$ cat src/rtl/scm_arb_pkg.sv
// Shared helpers for the SCM port arbiter: round-robin pointer advance.
// Pure combinational functions, no state.
package scm_arb_pkg;

  function automatic int unsigned rr_next(input int unsigned k, input int unsigned n);
    return (k + 1 >= n) ? 0 : k + 1;
  endfunction

endpackage

$ cat src/rtl/scm_rr_arbiter.sv
// Round-robin arbiter: combinational one-hot grant, pointer advances past the winner.
// Zero-latency grant; a requester not granted simply keeps requesting.
module scm_rr_arbiter
  import scm_arb_pkg::*;
#(
  parameter int unsigned N_CLIENTS = 4
) (
  input  logic                 clk,
  input  logic                 rst_n,
  input  logic [N_CLIENTS-1:0] req_i,
  output logic [N_CLIENTS-1:0] gnt_o
);

  localparam int unsigned IDX_W = $clog2(N_CLIENTS);
  typedef logic [IDX_W-1:0] client_idx_t;

  client_idx_t ptr_q, ptr_d;
  logic        found;

  // Scan offsets from the pointer; the inner loop keeps every bit select constant.
  always_comb begin
    gnt_o = '0;
    ptr_d = ptr_q;
    found = 1'b0;
    for (int unsigned o = 0; o < N_CLIENTS; o++) begin
      for (int unsigned i = 0; i < N_CLIENTS; i++) begin
        if (!found && req_i[i] && (((32'(ptr_q) + o) % N_CLIENTS) == i)) begin
          found    = 1'b1;
          gnt_o[i] = 1'b1;
          ptr_d    = client_idx_t'(rr_next(i, N_CLIENTS));
        end
      end
    end
  end

  always_ff @(posedge clk or negedge rst_n) begin
    if (!rst_n) ptr_q <= '0;
    else        ptr_q <= ptr_d;
  end

endmodule

$ cat src/rtl/scm_1r1w_port_arbiter.sv
// Shares a 1R1W SCM regfile among N_CLIENTS with independent RR read/write arbiters.
// Grants are combinational; read data returns registered one cycle after grant, no backpressure on responses.
module scm_1r1w_port_arbiter
  import scm_arb_pkg::*;
#(
  parameter int unsigned N_CLIENTS  = 4,
  parameter int unsigned ADDR_WIDTH = 5,
  parameter int unsigned DATA_WIDTH = 32
) (
  input  logic                            clk,
  input  logic                            rst_n,
  input  logic [N_CLIENTS-1:0]            rd_req_i,
  input  logic [N_CLIENTS*ADDR_WIDTH-1:0] rd_addr_i,
  output logic [N_CLIENTS-1:0]            rd_gnt_o,
  output logic [N_CLIENTS-1:0]            rd_valid_o,
  output logic [DATA_WIDTH-1:0]           rd_data_o,
  input  logic [N_CLIENTS-1:0]            wr_req_i,
  input  logic [N_CLIENTS*ADDR_WIDTH-1:0] wr_addr_i,
  input  logic [N_CLIENTS*DATA_WIDTH-1:0] wr_data_i,
  output logic [N_CLIENTS-1:0]            wr_gnt_o,
  output logic                            ReadEnable,
  output logic [ADDR_WIDTH-1:0]           ReadAddr,
  input  logic [DATA_WIDTH-1:0]           ReadData,
  output logic                            WriteEnable,
  output logic [ADDR_WIDTH-1:0]           WriteAddr,
  output logic [DATA_WIDTH-1:0]           WriteData
);

  logic [N_CLIENTS-1:0]  rd_valid_q, rd_valid_d;
  logic [DATA_WIDTH-1:0] rd_data_q, rd_data_d;

  scm_rr_arbiter #(.N_CLIENTS(N_CLIENTS)) u_rd_arb (
    .clk   (clk),
    .rst_n (rst_n),
    .req_i (rd_req_i),
    .gnt_o (rd_gnt_o)
  );

  scm_rr_arbiter #(.N_CLIENTS(N_CLIENTS)) u_wr_arb (
    .clk   (clk),
    .rst_n (rst_n),
    .req_i (wr_req_i),
    .gnt_o (wr_gnt_o)
  );

  // Grants are one-hot, so OR-muxing yields the winner's fields and zero when idle.
  always_comb begin
    ReadAddr  = '0;
    WriteAddr = '0;
    WriteData = '0;
    for (int unsigned i = 0; i < N_CLIENTS; i++) begin
      if (rd_gnt_o[i]) ReadAddr = ReadAddr | rd_addr_i[i*ADDR_WIDTH +: ADDR_WIDTH];
      if (wr_gnt_o[i]) begin
        WriteAddr = WriteAddr | wr_addr_i[i*ADDR_WIDTH +: ADDR_WIDTH];
        WriteData = WriteData | wr_data_i[i*DATA_WIDTH +: DATA_WIDTH];
      end
    end
    ReadEnable  = |rd_gnt_o;
    WriteEnable = |wr_gnt_o;
  end

  always_comb begin
    rd_valid_d = rd_gnt_o;
    rd_data_d  = ReadEnable ? ReadData : rd_data_q;
  end

  always_ff @(posedge clk or negedge rst_n) begin
    if (!rst_n) begin
      rd_valid_q <= '0;
      rd_data_q  <= '0;
    end else begin
      rd_valid_q <= rd_valid_d;
      rd_data_q  <= rd_data_d;
    end
  end

  assign rd_valid_o = rd_valid_q;
  assign rd_data_o  = rd_data_q;

endmodule

$ cat config.mk
export PLATFORM = sky130hd
export DESIGN_NAME = scm_1r1w_port_arbiter
export DESIGN_NICKNAME = d
export VERILOG_FILES = /design/src/rtl/scm_arb_pkg.sv /design/src/rtl/scm_rr_arbiter.sv /design/src/rtl/scm_1r1w_port_arbiter.sv
export SDC_FILE = /design/constraint.sdc
export NUM_CORES = 1
export LEC_CHECK = 0
export ABC_AREA = 1
export BUFFER_PORTS_ARGS = -buffer_cell sky130_fd_sc_hd__buf_4
export CELL_PAD_IN_SITES_DETAIL_PLACEMENT = 0
export CELL_PAD_IN_SITES_GLOBAL_PLACEMENT = 1
export CORE_MARGIN = 10
export CORE_UTILIZATION = 25
export DETAILED_ROUTE_END_ITERATION = 10
export PLACE_DENSITY_LB_ADDON = 0.12
export SLEW_MARGIN = 25
export SYNTH_ARGS = -nofsm -noshare
export SYNTH_HDL_FRONTEND = slang
export SYNTH_HIERARCHICAL = 1
export SYNTH_SLANG_ARGS = --single-unit
$ cat constraint.sdc
create_clock -name clk -period 7.6 [get_ports clk]
set_input_delay 1.9 -clock clk [delete_from_list [all_inputs] [get_ports clk]]
set_output_delay 1.9 -clock clk [all_outputs]
set_load 0.01 [all_outputs]
# Word-level counts from Yosys, hierarchy flattened
# Index checks and enable logic that the tools add are counted.
dict set report op_classes {
  bitwise_logic 9
  addsub 6
  n_eq_ne 24
  n_reduce_logical 104
  n_mux 104
}
# operator count
set op_table {}
lappend op_table {{32-bit zero test} 8}
lappend op_table {{32-bit 2-to-1 mux} 4}
lappend op_table {{32-bit OR} 3}
lappend op_table {{2-bit 2-to-1 mux} 32}
lappend op_table {{1-bit logical AND} 62}
lappend op_table {{1-bit 2-to-1 mux} 60}
lappend op_table {{5-bit 2-to-1 mux} 8}
lappend op_table {{2-bit == test (second input constant)} 16}
lappend op_table {{16-bit nonzero test} 2}
lappend op_table {{1-bit zero test} 30}
lappend op_table {{5-bit OR} 6}
lappend op_table {{2-bit by 1-bit == test with 1-bit output (second input constant)} 8}
lappend op_table {{2-bit adder (second input constant)} 4}
lappend op_table {{4-bit OR reduction} 2}
lappend op_table {{2-bit by 1-bit adder with 2-bit output (second input constant)} 2}
dict set report totals {
  regBits 40
  wordCells 251
  output_inout_bits 88
}

# Longest topological paths before layout
dict set report depth {
  ltp_word 64
  mapped_depth 17
  depth_no_buf 16
}

# By module
# Netlist, hierarchy kept.
# module area_per_inst_um2 n_inst seq_area_each_um2 cells_each
set modules_own_cells {}
lappend modules_own_cells {scm_1r1w_port_arbiter 2388.5 1 900.9 373}
lappend modules_own_cells {scm_rr_arbiter 452.9 2 50.0 78}

# Worst setup path after synthesis
# No wires, ideal clock.
dict set report synth_path {
  path_type {in2out}
  startpoint {input rd_req_i[1]}
  endpoint {output ReadEnable}
  n_path_buf 1
  slack_ps 2026
  t_required_ps 5700
  path_stages 12
  arrival_ps 3674
  cell_sequence {nand3_1 -> nand2_2 -> nor2_4 -> nand4_4 -> nor2_4 -> nand4_4 -> nor2_4 -> nand3_2 -> o21ai_1 -> nor2_4 -> nand2_4 -> buf_6}
}
dict set report synth_via {
  elab_chain_cells 60
  word_cells_on_any_way 74
  classes_between {mux (29); reduce/logical (45)}
}
# item line_no
set synth_rtl {}
lappend synth_rtl {{from (decl)} scm_1r1w_port_arbiter.sv:12} ;# input logic [N_CLIENTS-1:0] rd_req_i,
lappend synth_rtl {{1-bit logical AND (2 in series)} scm_rr_arbiter.sv:27} ;# if (!found && req_i[i] && (((32'(ptr_q) + o) % N_CLIENTS) == i)) begin
lappend synth_rtl {{1-bit 2-to-1 mux} scm_rr_arbiter.sv:27}
lappend synth_rtl {{1-bit zero test} scm_rr_arbiter.sv:27}
lappend synth_rtl {{1-bit logical AND (2 in series)} scm_rr_arbiter.sv:27}
lappend synth_rtl {{1-bit 2-to-1 mux} scm_rr_arbiter.sv:27}
lappend synth_rtl {{1-bit zero test} scm_rr_arbiter.sv:27}
lappend synth_rtl {{1-bit logical AND (2 in series)} scm_rr_arbiter.sv:27}
lappend synth_rtl {{1-bit 2-to-1 mux} scm_rr_arbiter.sv:27}
lappend synth_rtl {{[... 40 more ...]} -}
lappend synth_rtl {{1-bit zero test} scm_rr_arbiter.sv:27}
lappend synth_rtl {{1-bit logical AND (2 in series)} scm_rr_arbiter.sv:27}
lappend synth_rtl {{1-bit 2-to-1 mux} scm_rr_arbiter.sv:27}
lappend synth_rtl {{1-bit zero test} scm_rr_arbiter.sv:27}
lappend synth_rtl {{1-bit logical AND (2 in series)} scm_rr_arbiter.sv:27}
lappend synth_rtl {{1-bit 2-to-1 mux *} scm_rr_arbiter.sv:27}
lappend synth_rtl {{via rd_gnt_o[3]} scm_1r1w_port_arbiter.sv:14} ;# output logic [N_CLIENTS-1:0] rd_gnt_o,
lappend synth_rtl {{4-bit OR reduction *} scm_1r1w_port_arbiter.sv:58} ;# ReadEnable = |rd_gnt_o;
lappend synth_rtl {{to (decl)} scm_1r1w_port_arbiter.sv:21} ;# output logic ReadEnable,
# The timed path passes the listed nets; every way through them passes the cells marked *.

# Worst setup path after layout
dict set report layout_path {
  startpoint {input rd_req_i[1]}
  endpoint {output ReadEnable}
}
dict set report layout_via {
  elab_chain_cells 60
  word_cells_on_any_way 74
  classes_between {mux (29); reduce/logical (45)}
}
# item line_no
set layout_rtl {}
lappend layout_rtl {{1-bit logical AND (2 in series)} scm_rr_arbiter.sv:27}
lappend layout_rtl {{1-bit 2-to-1 mux} scm_rr_arbiter.sv:27}
lappend layout_rtl {{1-bit zero test} scm_rr_arbiter.sv:27}
lappend layout_rtl {{1-bit logical AND (2 in series)} scm_rr_arbiter.sv:27}
lappend layout_rtl {{1-bit 2-to-1 mux} scm_rr_arbiter.sv:27}
lappend layout_rtl {{1-bit zero test} scm_rr_arbiter.sv:27}
lappend layout_rtl {{1-bit logical AND (2 in series)} scm_rr_arbiter.sv:27}
lappend layout_rtl {{1-bit 2-to-1 mux} scm_rr_arbiter.sv:27}
lappend layout_rtl {{[... 39 more ...]} -}
lappend layout_rtl {{1-bit 2-to-1 mux} scm_rr_arbiter.sv:27}
lappend layout_rtl {{1-bit zero test} scm_rr_arbiter.sv:27}
lappend layout_rtl {{1-bit logical AND (2 in series)} scm_rr_arbiter.sv:27}
lappend layout_rtl {{1-bit 2-to-1 mux} scm_rr_arbiter.sv:27}
lappend layout_rtl {{1-bit zero test} scm_rr_arbiter.sv:27}
lappend layout_rtl {{1-bit logical AND (2 in series)} scm_rr_arbiter.sv:27}
lappend layout_rtl {{1-bit 2-to-1 mux} scm_rr_arbiter.sv:27}
lappend layout_rtl {{4-bit OR reduction *} scm_1r1w_port_arbiter.sv:58}
# Every way passes the cells marked *; elsewhere a longest branch is shown, timed or not.

==> key figures <==
Run status
  – Status: finished, final reports clean

Setup path
  – Crit path DAT: 4.54 ns
  – Type of the worst setup path: in2out
  – R2R setup slack: 4.33 ns
  – R2R depth: 14
  – Crit path from: rd_req_i[1]
  – Startpoint Class: input port
  – Critical path fanouts, max: 33
  – Critical Path End Type: primary output
  – Worst EP required: 5.70 ns
  – Reg2Reg Launch Point: u_rd_arb/ptr_q[1]$_DFFE_PN0P_
  – FF-to-FF End: rd_data_o[0]$_DFFE_PN0P_
  – Crit path capture: ReadEnable

Synthesis
  – Compound-gate portion of the synthesized area: 1.139%
  – Post-Syn Nets: 739
  – Number of synthesized register bits: 40
  – Largest family of logic cells by synthesized area: simple AND/OR/NAND/NOR gates
  – Sequential share of the synthesized area: ~30%
  – Synth Instances: 529
  – Mux contribution to synthesized area: 0%
  – Synthesized cell area: about 3300 um2
  – Syn avg cell area: roughly 6.2 um2
  – Post-synthesis xor/xnor area fraction: 0%
  – Syn. warnings: 6
  – Post-Synth Simple-Gate Area: 60.77%
  – Synth Area in Adders: 0%
  – Cell variety after synth: 23

Clocking
  – Post CTS Setup Buffer Count: 0
  – CTS tree: done
  – H-Tree Depth: 2
  – Post-cts gate resize count: 0
  – Hold-fix buffer count after cts: 0
  – Clock Tree Root: clkbuf_16
  – TritonCTS Buffers: 5
  – Clock Latency Late Sink: 0.28 ns
  – Clk slew on worst S/H paths: 0.05 ns
  – Clock Path Buffers: 2
  – Clock sink total: 40

Drt
  – Routed Antenna Nets: 0
  – DR vias/cell: 4.780
  – First-pass detailed-route iteration total: 4
  – Residual DRC: 0
  – Wire per inst: 18.93 um
  – Vias: 4713
  – Initial DRC count: roughly 290
  – Routed WL: around 19000 um

Timing
  – Slew Limit Fails: 0
  – Rel. slew slack: between 40% and 50%
  – Hold WS: a little over 0.5 ns
  – Tcrit/Tclk final: 84.76%
  – Clock Skew: between 0.006 and 0.007 ns
  – Final min period: about 6.4 ns
  – # setup viols final: 0
  – Setup TNS: 0 ns
  – Final hold vios: 0
  – RSZ-0062 raised after global routing: false
  – Slew @ Worst Pin: 0.7944 ns
  – Fmax: ~0.16 GHz

Cells and area
  – Layout area overhead: 75.92%
  – Layout cells sized above 1: 41.15%
  – Area occupied by multi-input gates: 2043 um2
  – Nets: roughly 1000
  – Design area: between 5000 and 6000 um2
  – Sequential cell area: 1001 um2
  – Most frequent cells in the layout: buf_4, nand2_1, nand3_1, nand4_1, dfrtp_1
  – ANT cells: 0
  – Fillers: 1344
  – Most common cell after layout, fill and taps aside: buf_4

Place
  – GP Congestion: 0.9111
  – Dpl hpwl: between 15000 and 20000 um
  – I/O Buffers: 297
  – Area post-placement: 5632 um2

Worst hold path
  – Hold depth: 2
  – Worst hold path class: reg2reg
  – Hold Crit Start: rd_data_o[7]$_DFFE_PN0P_

Die
  – IO Pins: ~300
  – Placement Rows: 41
  – Die span in x: between 100 and 150 um
  – Die Y: 134.8 um
  – Full die area: 18170 um2
  – Core Box Area: 12770 um2
  – Initial Utilization: around 26%

Global route
  – Total global-route track usage: approximately a fifth
  – First-pass GRT wire length: roughly 27000 um
  – Initial antenna violation count: 0
  – Pin count of the biggest net entering global routing: 41
  – Gr ovfl total: 0
  – Vias in the first global route: 4668

Job
  – Max Cap Viol: 0

Power and ir drop
  – PwrDens: 479.1 nW/um2
  – Maximum VDD drop: 0.3567 mV
  – Leakage: 3.098 nW
-- cell families (layout without fill, tap and decap cells) --
logic type | count (synthesis) | in the layout
buffers and inverters | 53 | 338
DFF | 40 | 40
AOI/OAI and AO/OA | 6 | 6
and+or+nand+nor | 430 | 430
-- registers in the layout, indices dropped and copies added, names as in the netlist --
register        cells
u_wr_arb/ptr_q      2
u_rd_arb/ptr_q      2
rd_data_o          32
rd_valid_o          4
-- critical path: stages --
cell	delay (ns)
buf_4	0.13
nand3_1	0.17
nand2_2	0.14
nor2_4	0.05
nand4_4	0.08
nor2_4	0.05
nand4_4	0.08
nor2_1	0.07
nor3b_1	0.20
o21ai_1	0.28
nor2_4	0.71
nand2_4	0.38
buf_4	0.26
-- layout make-up --
class | count | area share [%]
tap | 172 | 3.713
inverter | 28 | 1.813
clock buffer | 6 | 2.224
sequential | 40 | 17.27
multi-input combinational | 436 | 35.25
timing repair buffer | 302 | 39.12
clock inverter | 2 | 0.6045
-- cells in the mapped netlist (all sizes together) --
library cell  count  share of area (%)
nor3b             2               0.46
buf              21                4.1
o21ai             4               0.61
clkinv            2               0.23
dfrtp            40                 30
nand4            54                 12
o221ai            2               0.53
nor3              4               0.91
clkbuf            4               0.46
inv              26                3.0
nand3            58                9.1
nor2             38                6.3
nand2           274                 32
-- metal layers --
| metal | share of wire, % | global-route usage [%] | wire, um | up-vias |
|---|---|---|---|---|
| li1 | - | - | - | 2290 |
| met1 | 36 | 20.73 | 6658 | 2238 |
| met2 | 55 | 36.23 | 10350 | 174 |
| met3 | 8.0 | 4.785 | 1489 | 11 |
| met4 | 0.92 | 2.842 | 171 | 0 |
| met5 | 0 | 0 | 0 | - |
-- metrics by stage --
stage          utilization, %  worst slack (ns)  power (mW)  cells
2_1_floorplan               -             2.026       1.640    529
3_3_place_gp            44.09             1.213       2.558    978
3_5_place_dp            44.09             1.149       2.573    978
4_1_cts                 45.37             1.145       2.813    986
5_1_grt                 45.37            0.8885       3.032    986
6_report                45.37             1.158       2.777    986
-- where the power goes --
part | internal [mW] | switching (mW) | leakage, nW | total (mW)
Combinational | 0.859 | 1.28 | 2.53 | 2.14
Clock | 0.154 | 0.0782 | 0.0808 | 0.232
Sequential | 0.330 | 0.0749 | 0.483 | 0.405
-- worst min-delay path by stage --
stage,to,slack (ns)
after detailed placement,rd_data_o[14]$_DFFE_PN0P_,0.50
after global routing,rd_data_o[22]$_DFFE_PN0P_,0.53
after CTS,rd_data_o[7]$_DFFE_PN0P_,0.52
after floorplan,rd_data_o[0]$_DFFE_PN0P_,0.54
after global placement,rd_data_o[11]$_DFFE_PN0P_,0.50
final,rd_data_o[7]$_DFFE_PN0P_,0.51
(Power assumes the default switching activity.)
